## config.mk

```make
export PLATFORM = sky130hd
export DESIGN_NAME = stickit_key_scanner
export DESIGN_NICKNAME = d
export VERILOG_FILES = /design/src/rtl/stickit_key_scanner_pkg.sv /design/src/rtl/stickit_key_debounce.sv /design/src/rtl/stickit_key_scanner.sv
export SDC_FILE = /design/constraint.sdc
export NUM_CORES = 1
export LEC_CHECK = 0
export BUFFER_PORTS_ARGS = -buffer_cell sky130_fd_sc_hd__buf_2
export CAP_MARGIN = 30
export CORE_MARGIN = 4
export CORE_UTILIZATION = 45
export DETAILED_ROUTE_END_ITERATION = 10
export SKIP_CTS_REPAIR_TIMING = 1
export SLEW_MARGIN = 20
export SYNTH_ARGS = -nofsm -noshare
export SYNTH_HDL_FRONTEND = slang
export SYNTH_SLANG_ARGS = --single-unit
```

## constraint.sdc

```tcl
create_clock -name clk_i -period 8.13 [get_ports clk_i]
set_clock_uncertainty 0.15 [all_clocks]
set_input_delay 0.813 -clock clk_i [delete_from_list [all_inputs] [get_ports clk_i]]
set_output_delay 0.813 -clock clk_i [all_outputs]
set_load 0.02 [all_outputs]
```

## src/rtl/stickit_key_scanner_pkg.sv

```systemverilog
// Shared constants, scan state encoding and key-site numbering for the key scanner.
// Latency: none (declarations only).
// Backpressure: not applicable.
package stickit_keys_pkg;

  localparam int N_LINES = 8;
  localparam int N_KEYS  = 56;
  localparam int KEY_W   = 6;

  typedef enum logic [1:0] {
    IDLE,
    DRIVE,
    SAMPLE
  } scan_state_t;

  // Key number for driven line k sensed on line j (j != k): 7*k plus the
  // rank of j among the seven undriven lines. 7*k is formed as 8*k - k.
  function automatic logic [KEY_W-1:0] key_index(input logic [2:0] k, input logic [2:0] j);
    logic [KEY_W-1:0] base;
    logic [KEY_W-1:0] pos;
    base = ({3'b000, k} << 3) - {3'b000, k};
    pos  = (j > k) ? ({3'b000, j} - 6'd1) : {3'b000, j};
    return base + pos;
  endfunction

endpackage

```

## src/rtl/stickit_key_debounce.sv

```systemverilog
// One key site: counts consecutive disagreeing scans and flips the stable state.
// Latency: stable updates the cycle after a qualifying sample; toggle is combinational in that sample cycle.
// Backpressure: none; evaluates only when sample is high.
module stickit_key_debounce #(
  parameter int DEBOUNCE_SCANS = 4
) (
  input  logic clk,
  input  logic rst_n,
  input  logic sample,
  input  logic raw,
  output logic stable,
  output logic toggle
);

  localparam logic [3:0] LIMIT = 4'(DEBOUNCE_SCANS);

  logic [3:0] cnt_r;
  logic [3:0] cnt_inc;

  assign cnt_inc = cnt_r + 4'd1;
  assign toggle  = sample && (raw != stable) && (cnt_inc == LIMIT);

  // Agreement resets the run; the LIMIT-th consecutive disagreement flips the key.
  always_ff @(posedge clk) begin
    if (!rst_n) begin
      cnt_r  <= 4'd0;
      stable <= 1'b0;
    end else if (sample) begin
      if (raw == stable) begin
        cnt_r <= 4'd0;
      end else if (toggle) begin
        stable <= ~stable;
        cnt_r  <= 4'd0;
      end else begin
        cnt_r <= cnt_inc;
      end
    end
  end

endmodule

```

## src/rtl/stickit_key_scanner.sv

```systemverilog
// Charlieplexed 8-line key scanner: debounced 56-key map plus press/release event stream.
// Latency: one line every SETTLE_CYCLES+1 cycles; keys_o the cycle after a line sample; event two cycles after a toggle.
// Backpressure: held event stays stable while ready is low; new toggles wait in per-key pending bits.
module stickit_key_scanner
  import stickit_keys_pkg::*;
#(
  parameter int SETTLE_CYCLES  = 215,
  parameter int DEBOUNCE_SCANS = 4
) (
  input  logic                 clk_i,
  input  logic                 rst_n_i,
  input  logic                 enable_i,
  input  logic [N_LINES-1:0]   lines_i,
  output logic [N_LINES-1:0]   tris_o,
  output logic [N_LINES-1:0]   drive_o,
  output logic [N_KEYS-1:0]    keys_o,
  output logic                 scan_done_o,
  output logic                 event_valid_o,
  input  logic                 event_ready_i,
  output logic [KEY_W-1:0]     event_key_o,
  output logic                 event_press_o
);

  localparam int                  TIMER_W    = $clog2(SETTLE_CYCLES);
  localparam logic [TIMER_W-1:0]  TIMER_LOAD = TIMER_W'(SETTLE_CYCLES - 1);
  localparam logic [N_KEYS-1:0]   KEY_ONE    = N_KEYS'(1);

  scan_state_t          state_r, state_n;
  logic [2:0]           k_r, k_n;
  logic [TIMER_W-1:0]   timer_r, timer_n;
  logic                 sample_en;
  logic [N_LINES-1:0]   sync_q, sync_r;

  logic [N_KEYS-1:0]    sel_vec, raw_vec, stable_vec, toggle_vec;
  logic [N_KEYS-1:0]    pending_r, clear_mask;
  logic                 pe_found;
  logic [KEY_W-1:0]     pe_idx;
  logic                 ev_load;

  // Two-flop synchroniser for the asynchronous pin senses; idle pins read high.
  always_ff @(posedge clk_i) begin
    if (!rst_n_i) begin
      sync_q <= '1;
      sync_r <= '1;
    end else begin
      sync_q <= lines_i;
      sync_r <= sync_q;
    end
  end

  // Scan state, driven line index and settle timer.
  always_ff @(posedge clk_i) begin
    if (!rst_n_i) begin
      state_r <= IDLE;
      k_r     <= 3'd0;
      timer_r <= '0;
    end else begin
      state_r <= state_n;
      k_r     <= k_n;
      timer_r <= timer_n;
    end
  end

  // Next-state logic; dropping enable abandons the scan without sampling.
  always_comb begin
    state_n   = state_r;
    k_n       = k_r;
    timer_n   = timer_r;
    sample_en = 1'b0;
    if (!enable_i) begin
      state_n = IDLE;
      k_n     = 3'd0;
    end else begin
      case (state_r)
        IDLE: begin
          state_n = DRIVE;
          k_n     = 3'd0;
          timer_n = TIMER_LOAD;
        end
        DRIVE: begin
          if (timer_r == '0) state_n = SAMPLE;
          else               timer_n = timer_r - 1'b1;
        end
        SAMPLE: begin
          sample_en = 1'b1;
          k_n       = k_r + 3'd1;
          timer_n   = TIMER_LOAD;
          state_n   = DRIVE;
        end
        default: state_n = IDLE;
      endcase
    end
  end

  assign tris_o      = (state_r == IDLE) ? '1 : ~(N_LINES'(1) << k_r);
  assign drive_o     = '0;
  assign scan_done_o = sample_en && (k_r == 3'd7);

  // One debouncer per key site, enabled only while its drive line is sampled.
  for (genvar gk = 0; gk < N_LINES; gk++) begin : g_drive
    for (genvar gj = 0; gj < N_LINES; gj++) begin : g_sense
      if (gj != gk) begin : g_key
        localparam int IDX = int'(key_index(3'(gk), 3'(gj)));
        assign sel_vec[IDX] = sample_en && (k_r == 3'(gk));
        assign raw_vec[IDX] = ~sync_r[gj];
        stickit_key_debounce #(
          .DEBOUNCE_SCANS(DEBOUNCE_SCANS)
        ) u_debounce (
          .clk    (clk_i),
          .rst_n  (rst_n_i),
          .sample (sel_vec[IDX]),
          .raw    (raw_vec[IDX]),
          .stable (stable_vec[IDX]),
          .toggle (toggle_vec[IDX])
        );
      end
    end
  end

  assign keys_o = stable_vec;

  // Lowest-numbered pending key wins the event register.
  always_comb begin
    pe_found = 1'b0;
    pe_idx   = '0;
    for (int i = N_KEYS - 1; i >= 0; i--) begin
      if (pending_r[i]) begin
        pe_found = 1'b1;
        pe_idx   = KEY_W'(i);
      end
    end
  end

  assign ev_load    = !event_valid_o || event_ready_i;
  assign clear_mask = (ev_load && pe_found) ? (KEY_ONE << pe_idx) : '0;

  // Pending bits (a fresh toggle beats a same-cycle clear) and the event output register.
  always_ff @(posedge clk_i) begin
    if (!rst_n_i) begin
      pending_r     <= '0;
      event_valid_o <= 1'b0;
      event_key_o   <= '0;
      event_press_o <= 1'b0;
    end else begin
      pending_r <= (pending_r & ~clear_mask) | toggle_vec;
      if (ev_load) begin
        if (pe_found) begin
          event_valid_o <= 1'b1;
          event_key_o   <= pe_idx;
          event_press_o <= stable_vec[pe_idx];
        end else begin
          event_valid_o <= 1'b0;
        end
      end
    end
  end

endmodule

```

==> impl_results.md <==
* Status: finished, final reports clean
* Synthesis-to-layout area growth at 9.55%
* Top-level port count at 93
* Routed wire per std cell at 18.1 microns
* CP max stage delay at 0.60 ns
* Setup slack after placement at 4.09 ns
* Leading post-synthesis cells by cell area: sky130_fd_sc_hd__dfxtp_1 (39%), sky130_fd_sc_hd__a21oi_1 (7.1%), sky130_fd_sc_hd__nor2_1 (5.8%), sky130_fd_sc_hd__nand2_1 (5.3%), sky130_fd_sc_hd__ha_1 (4.9%)
* CP bufs+invs at 3
* Sum of routed wire length over all layers at about 54 mm
* First-pass GRT wire length at 85.0 mm
* YS warnings at 0
* Number of antenna violations at the first check in global routing at 0
* Path type of the worst min-delay path: reg2reg
* Slew of the pin with the lowest slew margin at slightly above 1 ns
* Worst-path cell with the longest stage delay: sky130_fd_sc_hd__clkinv_1
* Setup repair after global routing missed its margin: no
* Maximum VDD drop at roughly 0.15 mV
* Post-layout nets at 2488
* DRC violations left at 0
* Share of synthesized registers carrying an async set or reset at 0
* Distinct cell type count after synthesis at slightly below 80
* Number of logic stages on the critical path including buffering at 6
* Total number of placement rows at 75
* Clock Path Buffers at 3
* Family of cells with the greatest summed delay on the critical path: buffers and inverters
* CP Launch Type: flop
* Worst hold margin at 0.252 ns
* Fin worst setup slack at about 4 ns
* Cells on worst reg2reg path at 10
* Relative slew slack at 0.314
* Static leakage at between 0.007 and 0.008 uW
* Top-area cell type share of the netlist area at 0.388
* Clock latency reported for the late side of the worst-skew pair at around 0.57 ns
* Dominant synthesized flop cell: sky130_fd_sc_hd__dfxtp_1
* Timing-limited maximum frequency at 249 MHz
* Final antenna-violating net count at 0
* Ratio of total power to cell area at 181 nW/um^2
* Hold Path Stages at 1
* Fin crit share at 0.494
* Crit path capture type: output pin
* Portion of the post-synthesis area used by sequential elements at 0.388
* Number of synthesized register bits at 373
* Worst path arrival time at 3.05 ns
* Count of input and output buffers at 84
* Required time of the critical path at 7.17 ns
* HPWL after DPL at 38.4 mm
* Die boundary height at 215 microns
* Most frequent standard cell in the layout excluding fill and tap cells: sky130_fd_sc_hd__dfxtp_1
* Area of placed instances at 19600 sq um
* Initial detailed-routing violation count at 1614
* Number of enable-type register cells in the synthesized netlist at 0
* CTS tree: built
* Post-synthesis instance area at 19200 sq um
* Final Instance Area at 21100 sq um
* Biggest area consumer among synthesized cells: sky130_fd_sc_hd__dfxtp_1
* Synthesized area divided by synthesized cell count at approximately 8.0 sq um
* Worst path cell trace: nor2b_1 > and2_1 > nand2_1 > buf_4 > clkinv_1 > buf_2
* Clock tree root buffer cell: sky130_fd_sc_hd__clkbuf_16
* Clock transition at the registers of the reported paths at 0.06 ns
* Leading cell types in the layout, fill and taps excluded: sky130_fd_sc_hd__dfxtp_1 (373), sky130_fd_sc_hd__nor2_1 (297), sky130_fd_sc_hd__a21oi_1 (272), sky130_fd_sc_hd__nand2_1 (269), sky130_fd_sc_hd__o21ai_0 (136)
* Largest net degree at the start of global routing at roughly 190
* TNS Setup at 0 ns
* Via count at 17100
* Fraction of layout instances using a drive strength above 1 at 0.0765
* Endpoints failing setup at 0
* Detailed Routing Iterations Pass 1 at 6
* Count of inserted antenna diode cells at 0
* Total track usage at 0.224
* Time the worst path needs with I/O delays and setup at 4.01 ns
* Placer Congestion at roughly 0.96
* Fin util at 0.500
* Die footprint at 46100 sq um
* Overall overflow remaining after global route at 0
* Core ar. at 42100 sq um
* Peak fanout along the critical path at 27
* Number of sinks on the clock net at 373
* Via-to-Cell Ratio at 5.74
* Die X-Extent at ~210 microns
* Number of max-slew violations in the final report at 0
* Number of hold-slack violations in the final timing report at 0
* Total CTS buffers at 42
* Synth Instances at 2409
* Max-cap violations at 0
* Via count of the first global-routing pass at roughly 15000
* CP Class: reg2out
* H-tree depth reported by CTS at 2
* Effective utilization at floorplan at 0.456
[final timing paths]
check,from,endpoint,slack (ns)
min reg2reg,sync_q[7]$_SDFF_PN1_,sync_r[7]$_SDFF_PN1_,0.25
max reg2reg,pending_r[15]$_SDFF_PN0_,pending_r[42]$_SDFF_PN0_,4.44
max,state_r[0]$_SDFFE_PN0P_,scan_done_o,4.12
min,sync_q[7]$_SDFF_PN1_,sync_r[7]$_SDFF_PN1_,0.25
[per-stage QoR]
stage | instances | total power [uW]
after global routing | 2971 | 3950
after CTS | 2969 | 3860
after floorplan | 2416 | 1950
after global placement | 2891 | 1980
final | 2971 | 3810
after detailed placement | 2894 | 1980
[state kept, by name, indices dropped and copies added (netlist names)]
signal,flops
event_key_o,6
event_press_o,1
event_valid_o,1
g_drive.g_sense.g_key.u_debounce.cnt_r,224
g_drive.g_sense.g_key.u_debounce.stable,56
k_r,3
pending_r,56
state_r,2
sync_q,8
sync_r,8
timer_r,8
[Yosys cell counts, drive strengths merged, types with 52 or more instances]
library cell,count
ha,75
clkbuf,86
xnor2,54
xor2,100
nor2,299
nor3,80
a21oi,273
o21ai,150
nand4b,52
nand3,91
dfxtp,373
nand2,271
buf,71
[area by class of cell]
cell class | instances | area [sq um]
clock buffers | 63 | 1260
repair buffers | 98 | 601
multi-input cells | 1844 | 10800
fillers | 4015 | 21100
flip-flops and latches | 373 | 7470
clock inverters | 12 | 104
inverters | 42 | 165
well taps | 539 | 674
[cell families after synthesis]
group / share of synthesized area
AND/OR/NAND/NOR: 0.269
AO/OA/AOI/OAI: 0.167
flip-flops: 0.388
multiplexers: 0.00488
XOR/XNOR: 0.0702
other: 0.000195
buffers and inverters: 0.0517
adder cells (fa/ha/maj): 0.0488
[power breakdown]
part	leakage, uW	internal, uW	switching, uW	total [uW]
Clock	0.000682	1100	770	1870
Sequential	0.00301	1840	10.9	1850
Combinational	0.00414	26.4	65.7	92.1
[layer usage]
layer,global-route usage,up-vias,wire length [microns]
met5,0,-,0
met4,0.0743,0,1680
met3,0.0349,113,3280
met2,0.351,474,23800
met1,0.317,8056,25200
li1,-,8419,-
Power figures use the tool's default switching activity.
